==> config.mk <==
export PLATFORM = sky130hd
export DESIGN_NAME = tiro_uc
export DESIGN_NICKNAME = d
export VERILOG_FILES = /design/src/rtl/tiro_pkg.sv /design/src/rtl/tiro_uc_contador_passos.sv /design/src/rtl/tiro_uc.sv
export SDC_FILE = /design/constraint.sdc
export NUM_CORES = 1
export LEC_CHECK = 0
export ABC_AREA = 1
export BUFFER_PORTS_ARGS = -buffer_cell sky130_fd_sc_hd__buf_4
export CORE_UTILIZATION = 43
export CTS_CLUSTER_DIAMETER = 60
export DETAILED_ROUTE_END_ITERATION = 8
export PLACE_DENSITY_LB_ADDON = 0.25
export SLEW_MARGIN = 20
export SYNTH_ARGS = -nofsm -noshare
export SYNTH_HDL_FRONTEND = slang
export SYNTH_SLANG_ARGS = --single-unit
==> constraint.sdc <==
create_clock -name clock -period 1.5 [get_ports clock]
set_input_delay 0.225 -clock clock [delete_from_list [all_inputs] [get_ports clock]]
set_output_delay 0.225 -clock clock [all_outputs]
set_load 0.02 [all_outputs]
==> src/rtl/tiro_pkg.sv <==
// -----------------------------------------------------------------------------
// tiro_pkg
// Shared definitions for the shot control unit (tiro_uc):
//   - estado_t   : FSM state encoding, IDLE..FIM = 0..7 (also the db_estado code)
//   - OP_*       : shot direction codes carried on opcode
//   - POS_*      : shot position register source selects
//   - saidas_t   : bundle of the state-decoded (Moore) control outputs
//   - decodifica : state -> control output bundle
//   - borda_dir  : picks the grid-edge flag that matters for a direction
// -----------------------------------------------------------------------------
package tiro_pkg;

    typedef enum logic [2:0] {
        IDLE    = 3'd0,
        CARREGA = 3'd1,
        ESPERA  = 3'd2,
        MOVE    = 3'd3,
        ZERA    = 3'd4,
        VARRE   = 3'd5,
        DESTROI = 3'd6,
        FIM     = 3'd7
    } estado_t;

    localparam logic [1:0] OP_CIMA  = 2'b00;  // y - 1
    localparam logic [1:0] OP_DIR   = 2'b01;  // x + 1
    localparam logic [1:0] OP_BAIXO = 2'b10;  // y + 1
    localparam logic [1:0] OP_ESQ   = 2'b11;  // x - 1

    localparam logic [1:0] POS_NAVE = 2'b00;  // ship position
    localparam logic [1:0] POS_SOMA = 2'b01;  // adder/subtractor result

    typedef struct packed {
        logic       reset_cont;
        logic [1:0] select_mux_pos;
        logic       enable_reg_nave;
        logic       reset_reg_nave;
        logic       enable_mem_aste;
        logic       enable_mem_load;
        logic       new_load;
        logic       new_destruido;
        logic       ocupado;
        logic       acertou;
    } saidas_t;

    // Control outputs that depend on the state alone.
    function automatic saidas_t decodifica(input estado_t e);
        saidas_t s;
        s         = '0;
        s.ocupado = (e != IDLE);
        case (e)
            CARREGA: begin
                s.select_mux_pos  = POS_NAVE;
                s.enable_reg_nave = 1'b1;
                s.enable_mem_load = 1'b1;
                s.new_load        = 1'b1;
            end
            MOVE: begin
                s.select_mux_pos  = POS_SOMA;
                s.enable_reg_nave = 1'b1;
            end
            ZERA: begin
                s.reset_cont = 1'b1;
            end
            DESTROI: begin
                s.enable_mem_aste = 1'b1;
                s.new_destruido   = 1'b1;
                s.acertou         = 1'b1;
            end
            FIM: begin
                // Clear the loaded flag (new_load stays 0) and the shot register.
                s.enable_mem_load = 1'b1;
                s.reset_reg_nave  = 1'b1;
            end
            default: ;
        endcase
        return s;
    endfunction

    // Edge flag in the direction of travel: one more step would leave the grid.
    function automatic logic borda_dir(input logic [1:0] op,
                                       input logic x_min, input logic x_max,
                                       input logic y_min, input logic y_max);
        logic b;
        case (op)
            OP_CIMA:  b = y_min;
            OP_DIR:   b = x_max;
            OP_BAIXO: b = y_max;
            default:  b = x_min;
        endcase
        return b;
    endfunction

endpackage

==> src/rtl/tiro_uc_contador_passos.sv <==
// -----------------------------------------------------------------------------
// contador_passos
// 4-bit step counter for the shot range limit. Counts completed sweeps that
// ended without a hit; saturates at MAX_PASSOS and never wraps.
//   clock, reset : clock and asynchronous active-low reset
//   limpa        : synchronous clear (has priority over conta)
//   conta        : increment by one (ignored once saturated)
//   ultimo       : the next increment brings the count to MAX_PASSOS
// -----------------------------------------------------------------------------
module contador_passos #(
    parameter int MAX_PASSOS = 15
) (
    input  logic clock,
    input  logic reset,
    input  logic limpa,
    input  logic conta,
    output logic ultimo
);

    localparam logic [3:0] LIMITE = 4'(MAX_PASSOS);

    logic [3:0] passos;

    // NOTE: sequential state uses non-blocking assignments so every flop
    // samples the pre-edge values regardless of block evaluation order.
    always_ff @(posedge clock or negedge reset) begin
        if (!reset) begin
            passos <= '0;
        end else if (limpa) begin
            passos <= '0;
        end else if (conta && (passos != LIMITE)) begin
            passos <= passos + 4'd1;
        end
    end

    // Flag is looked at in the same cycle as the increment, so compare against
    // the value the count is about to take.
    assign ultimo = (passos == (LIMITE - 4'd1));

endmodule

==> src/rtl/tiro_uc.sv <==
// -----------------------------------------------------------------------------
// tiro_uc
// Control unit for the shot datapath. Loads the ship position on a fire
// request, steps the shot one cell per game tick, sweeps the asteroid table
// for a collision after every load/step, and unloads the shot on a hit, on
// reaching the grid edge, or after MAX_PASSOS sweeps without a hit.
//
// Inputs : clock, reset (async, active-low), disparar (fire, level),
//          tick (movement pulse), colisao / rco_contador (sweep status),
//          opcode (direction), x/y_borda_min/max (grid edge flags)
// Outputs: conta_contador, reset_cont (asteroid address counter),
//          select_mux_pos, select_mux_coor, select_soma_sub,
//          enable_reg_nave, reset_reg_nave (shot position register),
//          enable_mem_aste, new_destruido (asteroid destroyed flag write),
//          enable_mem_load, new_load (shot loaded flag write),
//          ocupado, acertou, db_estado (status/debug)
// -----------------------------------------------------------------------------
module tiro_uc
    import tiro_pkg::*;
#(
    parameter int MAX_PASSOS = 15
) (
    input  logic       clock,
    input  logic       reset,
    input  logic       disparar,
    input  logic       tick,
    input  logic       colisao,
    input  logic       rco_contador,
    input  logic [1:0] opcode,
    input  logic       x_borda_min,
    input  logic       x_borda_max,
    input  logic       y_borda_min,
    input  logic       y_borda_max,
    output logic       conta_contador,
    output logic       reset_cont,
    output logic [1:0] select_mux_pos,
    output logic       select_mux_coor,
    output logic       select_soma_sub,
    output logic       enable_reg_nave,
    output logic       reset_reg_nave,
    output logic       enable_mem_aste,
    output logic       enable_mem_load,
    output logic       new_load,
    output logic       new_destruido,
    output logic       ocupado,
    output logic       acertou,
    output logic [3:0] db_estado
);

    estado_t estado;
    estado_t estado_prox;
    saidas_t saidas;
    logic    borda;
    logic    ultimo_passo;
    logic    fim_varredura;

    assign borda = borda_dir(opcode, x_borda_min, x_borda_max,
                             y_borda_min, y_borda_max);

    // A sweep ends without a hit only when the last address is reached and
    // there is no collision there; a collision always takes precedence.
    assign fim_varredura = (estado == VARRE) && rco_contador && !colisao;

    contador_passos #(
        .MAX_PASSOS (MAX_PASSOS)
    ) u_passos (
        .clock  (clock),
        .reset  (reset),
        .limpa  (estado == CARREGA),
        .conta  (fim_varredura),
        .ultimo (ultimo_passo)
    );

    // NOTE: the next-state value gets a default before the case so every path
    // assigns it and no latch is inferred.
    always_comb begin
        estado_prox = estado;
        case (estado)
            IDLE:    if (disparar) estado_prox = CARREGA;
            // Sweep straight after loading so a shot spawned on an asteroid hits.
            CARREGA: estado_prox = ZERA;
            ESPERA:  if (tick) estado_prox = borda ? FIM : MOVE;
            MOVE:    estado_prox = ZERA;
            ZERA:    estado_prox = VARRE;
            VARRE: begin
                if (colisao)            estado_prox = DESTROI;
                else if (rco_contador)  estado_prox = ultimo_passo ? FIM : ESPERA;
            end
            DESTROI: estado_prox = FIM;
            FIM:     estado_prox = IDLE;
            default: estado_prox = IDLE;
        endcase
    end

    // Outputs are decoded from the next state and registered, so they change
    // together with the state and come out of flops.
    always_ff @(posedge clock or negedge reset) begin
        if (!reset) begin
            estado <= IDLE;
            saidas <= '0;
        end else begin
            estado <= estado_prox;
            saidas <= decodifica(estado_prox);
        end
    end

    assign reset_cont      = saidas.reset_cont;
    assign select_mux_pos  = saidas.select_mux_pos;
    assign enable_reg_nave = saidas.enable_reg_nave;
    assign reset_reg_nave  = saidas.reset_reg_nave;
    assign enable_mem_aste = saidas.enable_mem_aste;
    assign enable_mem_load = saidas.enable_mem_load;
    assign new_load        = saidas.new_load;
    assign new_destruido   = saidas.new_destruido;
    assign ocupado         = saidas.ocupado;
    assign acertou         = saidas.acertou;
    assign db_estado       = {1'b0, estado};

    // Stop advancing the address on a collision so DESTROI writes that entry.
    assign conta_contador  = (estado == VARRE) && !colisao;

    // Direction decode is independent of state.
    assign select_mux_coor = opcode[0];
    assign select_soma_sub = (opcode == OP_CIMA) || (opcode == OP_ESQ);

endmodule

# Yosys cells after proc, flatten, opt, wreduce, memory -nomap -nowiden
# Index checks and enable logic that the tools add are counted.
# classes
n_reduce_logical	12
add_sub_neg	1
muxes	16
eq_ne	17
# ops
cell	count
3-bit == test, second input constant	7
3-bit case mux with 7 select lines	1
3-bit two-way mux	6
3-bit by 2-bit == test with 1-bit output, second input constant	3
4-bit two-way mux	2
3-bit by 1-bit == test with 1-bit output, second input constant	2
1-bit two-way mux	5
4-bit by 1-bit adder with 4-bit output, second input constant	1
2-bit == test, second input constant	2
4-bit == test, second input constant	1
1-bit logical AND	4
4-bit != test, second input constant	1
2-bit case mux with 2 select lines	1
2-bit OR reduction	2
3-bit logical NOT	1
1-bit case mux with 3 select lines	1
3-bit nonzero test	1
2-bit by 1-bit == test with 1-bit output, second input constant	1
2-bit logical NOT	1
2-bit nonzero test	1
1-bit logical NOT	1
1-bit logical OR	1
# totals
register_bits	16
inputBits	12
wordCells	56
output_inout_bits	18

# Depth between registers and ports, before layout
# logic_depth
ltp_word	8
mapped_depth	10
mapped_depth_nobuf	10

# Modules after synthesis
# Synthesis repeated with hierarchy kept, for this count alone.
# unflattened
cells_unflattened	109
hier_area_um2	872.1
# by_module_without_submodules
module	seq_area_each_um2	cells_each	instances	area_per_inst_um2
tiro_uc	275.3	78	1	630.6
contador_passos	100.1	31	1	241.5

# Worst setup path after synthesis
# No wires, ideal clock.
# synth_path
path_kind	flip-flop to flip-flop
startpoint	register estado[2]
endpoint	register saidas, in the netlist acertou
arrival_time_ns	1.235
path_stages_with_launch	8
n_path_buf	0
required_time_ns	1.380
period_less_slack_ns	1.355
setup_ns	0.120
path_slack_ns	0.145
cell_sequence	dfrtp_1 > nand2_2 > nor3_4 > nand2_2 > nand2_2 > nand2_2 > nand2_1 > nor2_1
# synth_between
elab_chain_cells	5
word_cells_on_any_way	16
classes_between	eq/ne: 8; mux: 6; reduce/logical: 2
# synth_lines
item	line	source
from (decl)	tiro_uc.sv:50	estado_t estado;
from (signal assigned)	tiro_uc.sv:102	estado <= estado_prox;
3-bit by 2-bit == test with 1-bit output, or another cell as far along	tiro_uc.sv:78	case (estado)
2-bit OR reduction (no source line) or 3-bit two-way mux (tied branches)	--	
3-bit case mux with 7 select lines *	tiro_uc.sv:78	
3-bit == test *	tiro_pkg.sv:50	case (e)
1-bit two-way mux *	tiro_pkg.sv:50	
to (signal assigned)	tiro_uc.sv:103	saidas <= decodifica(estado_prox);
to (decl)	tiro_uc.sv:52	saidas_t saidas;
# Mark *: on every way between the ends. The rest lies on a longest branch, timed or not.
# A chain may end at the register's enable or synchronous reset.

# Worst setup path after layout
# layout_path
startpoint	register estado[1]
endpoint	output conta_contador
# layout_between
elab_chain_cells	2
# layout_lines
item	line	source
3-bit == test	tiro_uc.sv:120	assign conta_contador = (estado == VARRE) && !colisao;
1-bit logical AND	tiro_uc.sv:120	
to (decl)	tiro_uc.sv:34	output logic conta_contador,
# No other way between the ends.

==> metrics.cfg <==
[clocking]
path_clk_slew_ns=0.09
tritoncts=built
numCtsBuffers=3
cts.sinks=15
root_buffer=clkbuf_4
clk_latency_ns=0.28
htreeDepth=1
post_cts_buffers=0
cts_buffer_depth=2

[cells_and_area]
fill_cells=190
antenna_cells=0
drive_gt1_share_pct=42.3
regArea_um2=379
area.growth.synth_to_final_pct=25.8
nets=149
multi_input_area_um2=413
utilization_pct=57.5

[worst_setup_path]
ff2ff_path_depth=7
crit_required_ns=1.27
crit_type=reg -> out
cp-end-kind=output port
r2r_end=u_passos.passos[3]$_DFFE_PN0P_
r2r-start=u_passos.passos[1]$_DFFE_PN0P_
cp_data_arrival_time_ns=1.19
r2r_slack_ns=0.17
worstSetupStartpointType=register
crit_fanout=9

[die]
coreArea_mm2=0.00196
dieHeight_um=47.7
dieArea_mm2=0.00227
die_w_um=47.7
io_pins=30
num_rows=16
start_util_pct=45.7

[yosys]
postSynthAreaPerCell_um2=8.71
synth.area.mux_share_pct=0
yosys.area_share.xor_xnor_pct=0.976
synth-simple-area-share_pct=29.4
synthArstFlopShare_pct=100
syn_inst=103
synth_area_um2=897
synth_edf_count=0
synth_top_area_cell=dfrtp_1
ys_seq_area_share_pct=41.8
synth_compound_area_share_pct=6.42
synth_top_area_share_pct=41.8
yosysWarnings=0
synth.distinct_cells=23
synth_fa_ha_area_share_pct=8.37
ys_seq_elements=15
synthFlopType=dfrtp_1
synthTopCellsByArea=dfrtp_1 (42%), ha_1 (8.4%), nand2_1 (7.1%)
synth.most_common_cell=nand2_1
netlist_top_cells_count=nand2_1 (17), dfrtp_1 (15), inv_1 (14)
synth_top_family_by_area=simple AND/OR/NAND/NOR gates

[detailed_routing]
drt-wirelength-per-cell_um=10.3
via_per_inst=4.49
dr.pass1.iters=5
detail-route-antenna-nets=0
vias=705
drt-initial-drc-count=12
drc_errors=0
routed_wl_um=1610

[placement]
hpwlAfterDp_um=1260
place.gp.congestion=0.761
port_buffers=27

[timing]
fin_worst_skew_ns=0.00573
fmax_mhz=706
period_share_pct=94.4
setup_tns_ns=0
slew_violations=0
rsz0062_at_grt=false
setup_viol=0
min_period_ns=1.42
finalHoldViolCount=0

[hold_path]
hp-class=in -> reg
min-delay-start=disparar
holdPathStages=3
min_to=new_load$_DFF_PN0_

[global_route]
grt_usage_pct=15.9
grt_max_degree=16
overflow=0
antenna_found_initial=0
grt_pass1_wl_um=2530
grt_pass1_vias=630

[power]
p_leak_nw=0.605
powerDensity_mw_per_mm2=1690
irDropWorstVdd_mv=0.859

[status]
outcome=finished, final reports clean

[job]
maxCapViolations=0

==> logic make-up after synthesis <==
logic type	after synthesis
XOR/XNOR	1
other	1
AO/OA/AOI/OAI	8
buffers and inverters	23
adder cells (fa/ha/maj)	6
AND/OR/NAND/NOR	49
flip-flops	15
==> layout by cell type (no fill, tap or decap), types with 2 or more instances in the layout <==
cell type / n
inv_1: 14
conb_1: 2
inv_2: 3
nand3_2: 2
dfrtp_2: 3
o21ai_2: 2
nand3_1: 7
nor2_1: 7
clkbuf_4: 3
dfrtp_1: 12
nand2_2: 10
nor2_4: 2
nand2_1: 17
o21ai_1: 3
ha_1: 6
buf_4: 27
==> critical path, cell delays in order (launching register included) <==
cell	delay, ns
dfrtp_2	0.50
nor3_4	0.24
buf_4	0.17
==> final cells by class <==
| type | instances | area share, % |
|---|---|---|
| clock buffers | 4 | 2.33 |
| multi-input cells | 66 | 36.6 |
| flip-flops and latches | 15 | 33.6 |
| well taps | 27 | 2.99 |
| inverters | 17 | 5.65 |
| repair buffers | 28 | 18.8 |
==> how the worst max path moves through the flow <==
| stage | startpoint | to | slack [ns] |
|---|---|---|---|
| final | estado[1]$_DFF_PN0_ | conta_contador | 0.08 |
| after global placement | u_passos.passos[1]$_DFFE_PN0P_ | u_passos.passos[3]$_DFFE_PN0P_ | 0.20 |
| after global routing | estado[1]$_DFF_PN0_ | conta_contador | 0.03 |
| after detailed placement | u_passos.passos[1]$_DFFE_PN0P_ | u_passos.passos[3]$_DFFE_PN0P_ | 0.18 |
| after floorplan | estado[2]$_DFF_PN0_ | acertou$_DFF_PN0_ | 0.14 |
| after CTS | estado[1]$_DFF_PN0_ | conta_contador | 0.008 |
==> power breakdown <==
group          total [mW]  internal (mW)  switching (mW)
Clock               0.229          0.103           0.126
Sequential          0.687          0.548           0.139
Combinational       0.995          0.388           0.607
==> state kept, by name, indices dropped and copies added, names as in the netlist <==
signal and cells:
u_passos.passos 4, reset_reg_nave 1, select_mux_pos 1, acertou 1
enable_reg_nave 1, ocupado 1, new_load 1, enable_mem_load 1
estado 3, reset_cont 1
==> metal layers <==
layer | part of all wire, % | up-vias | wire, µm | global-route usage [%]
met5 | 0 | - | 0 | 0
met4 | 1.1 | 0 | 17 | 6.67
met3 | 4.3 | 2 | 69 | 2.26
met2 | 51 | 24 | 817 | 28.8
met1 | 44 | 316 | 706 | 18.6
li1 | - | 363 | - | -
==> per-stage QoR <==
stage,hold slack (ns),std cells,setup slack (ns),power (mW),instance area (µm²)
global placement,0.0865,152,0.196,1.67,1090
detailed placement,0.0920,152,0.183,1.69,1090
CTS,0.207,157,0.00794,1.93,1120
finish,0.214,157,0.0840,1.91,1130
floorplan,-0.0706,104,0.145,1.39,901
global route,0.215,157,0.0343,2.08,1130
==> repair_timing <==
action,CTS,global route
hold buffers,1,0
setup endpoints to repair,0,1
resized for setup,0,3
endpoints found under the hold margin,15,0
Power figures use the tool's default switching activity.
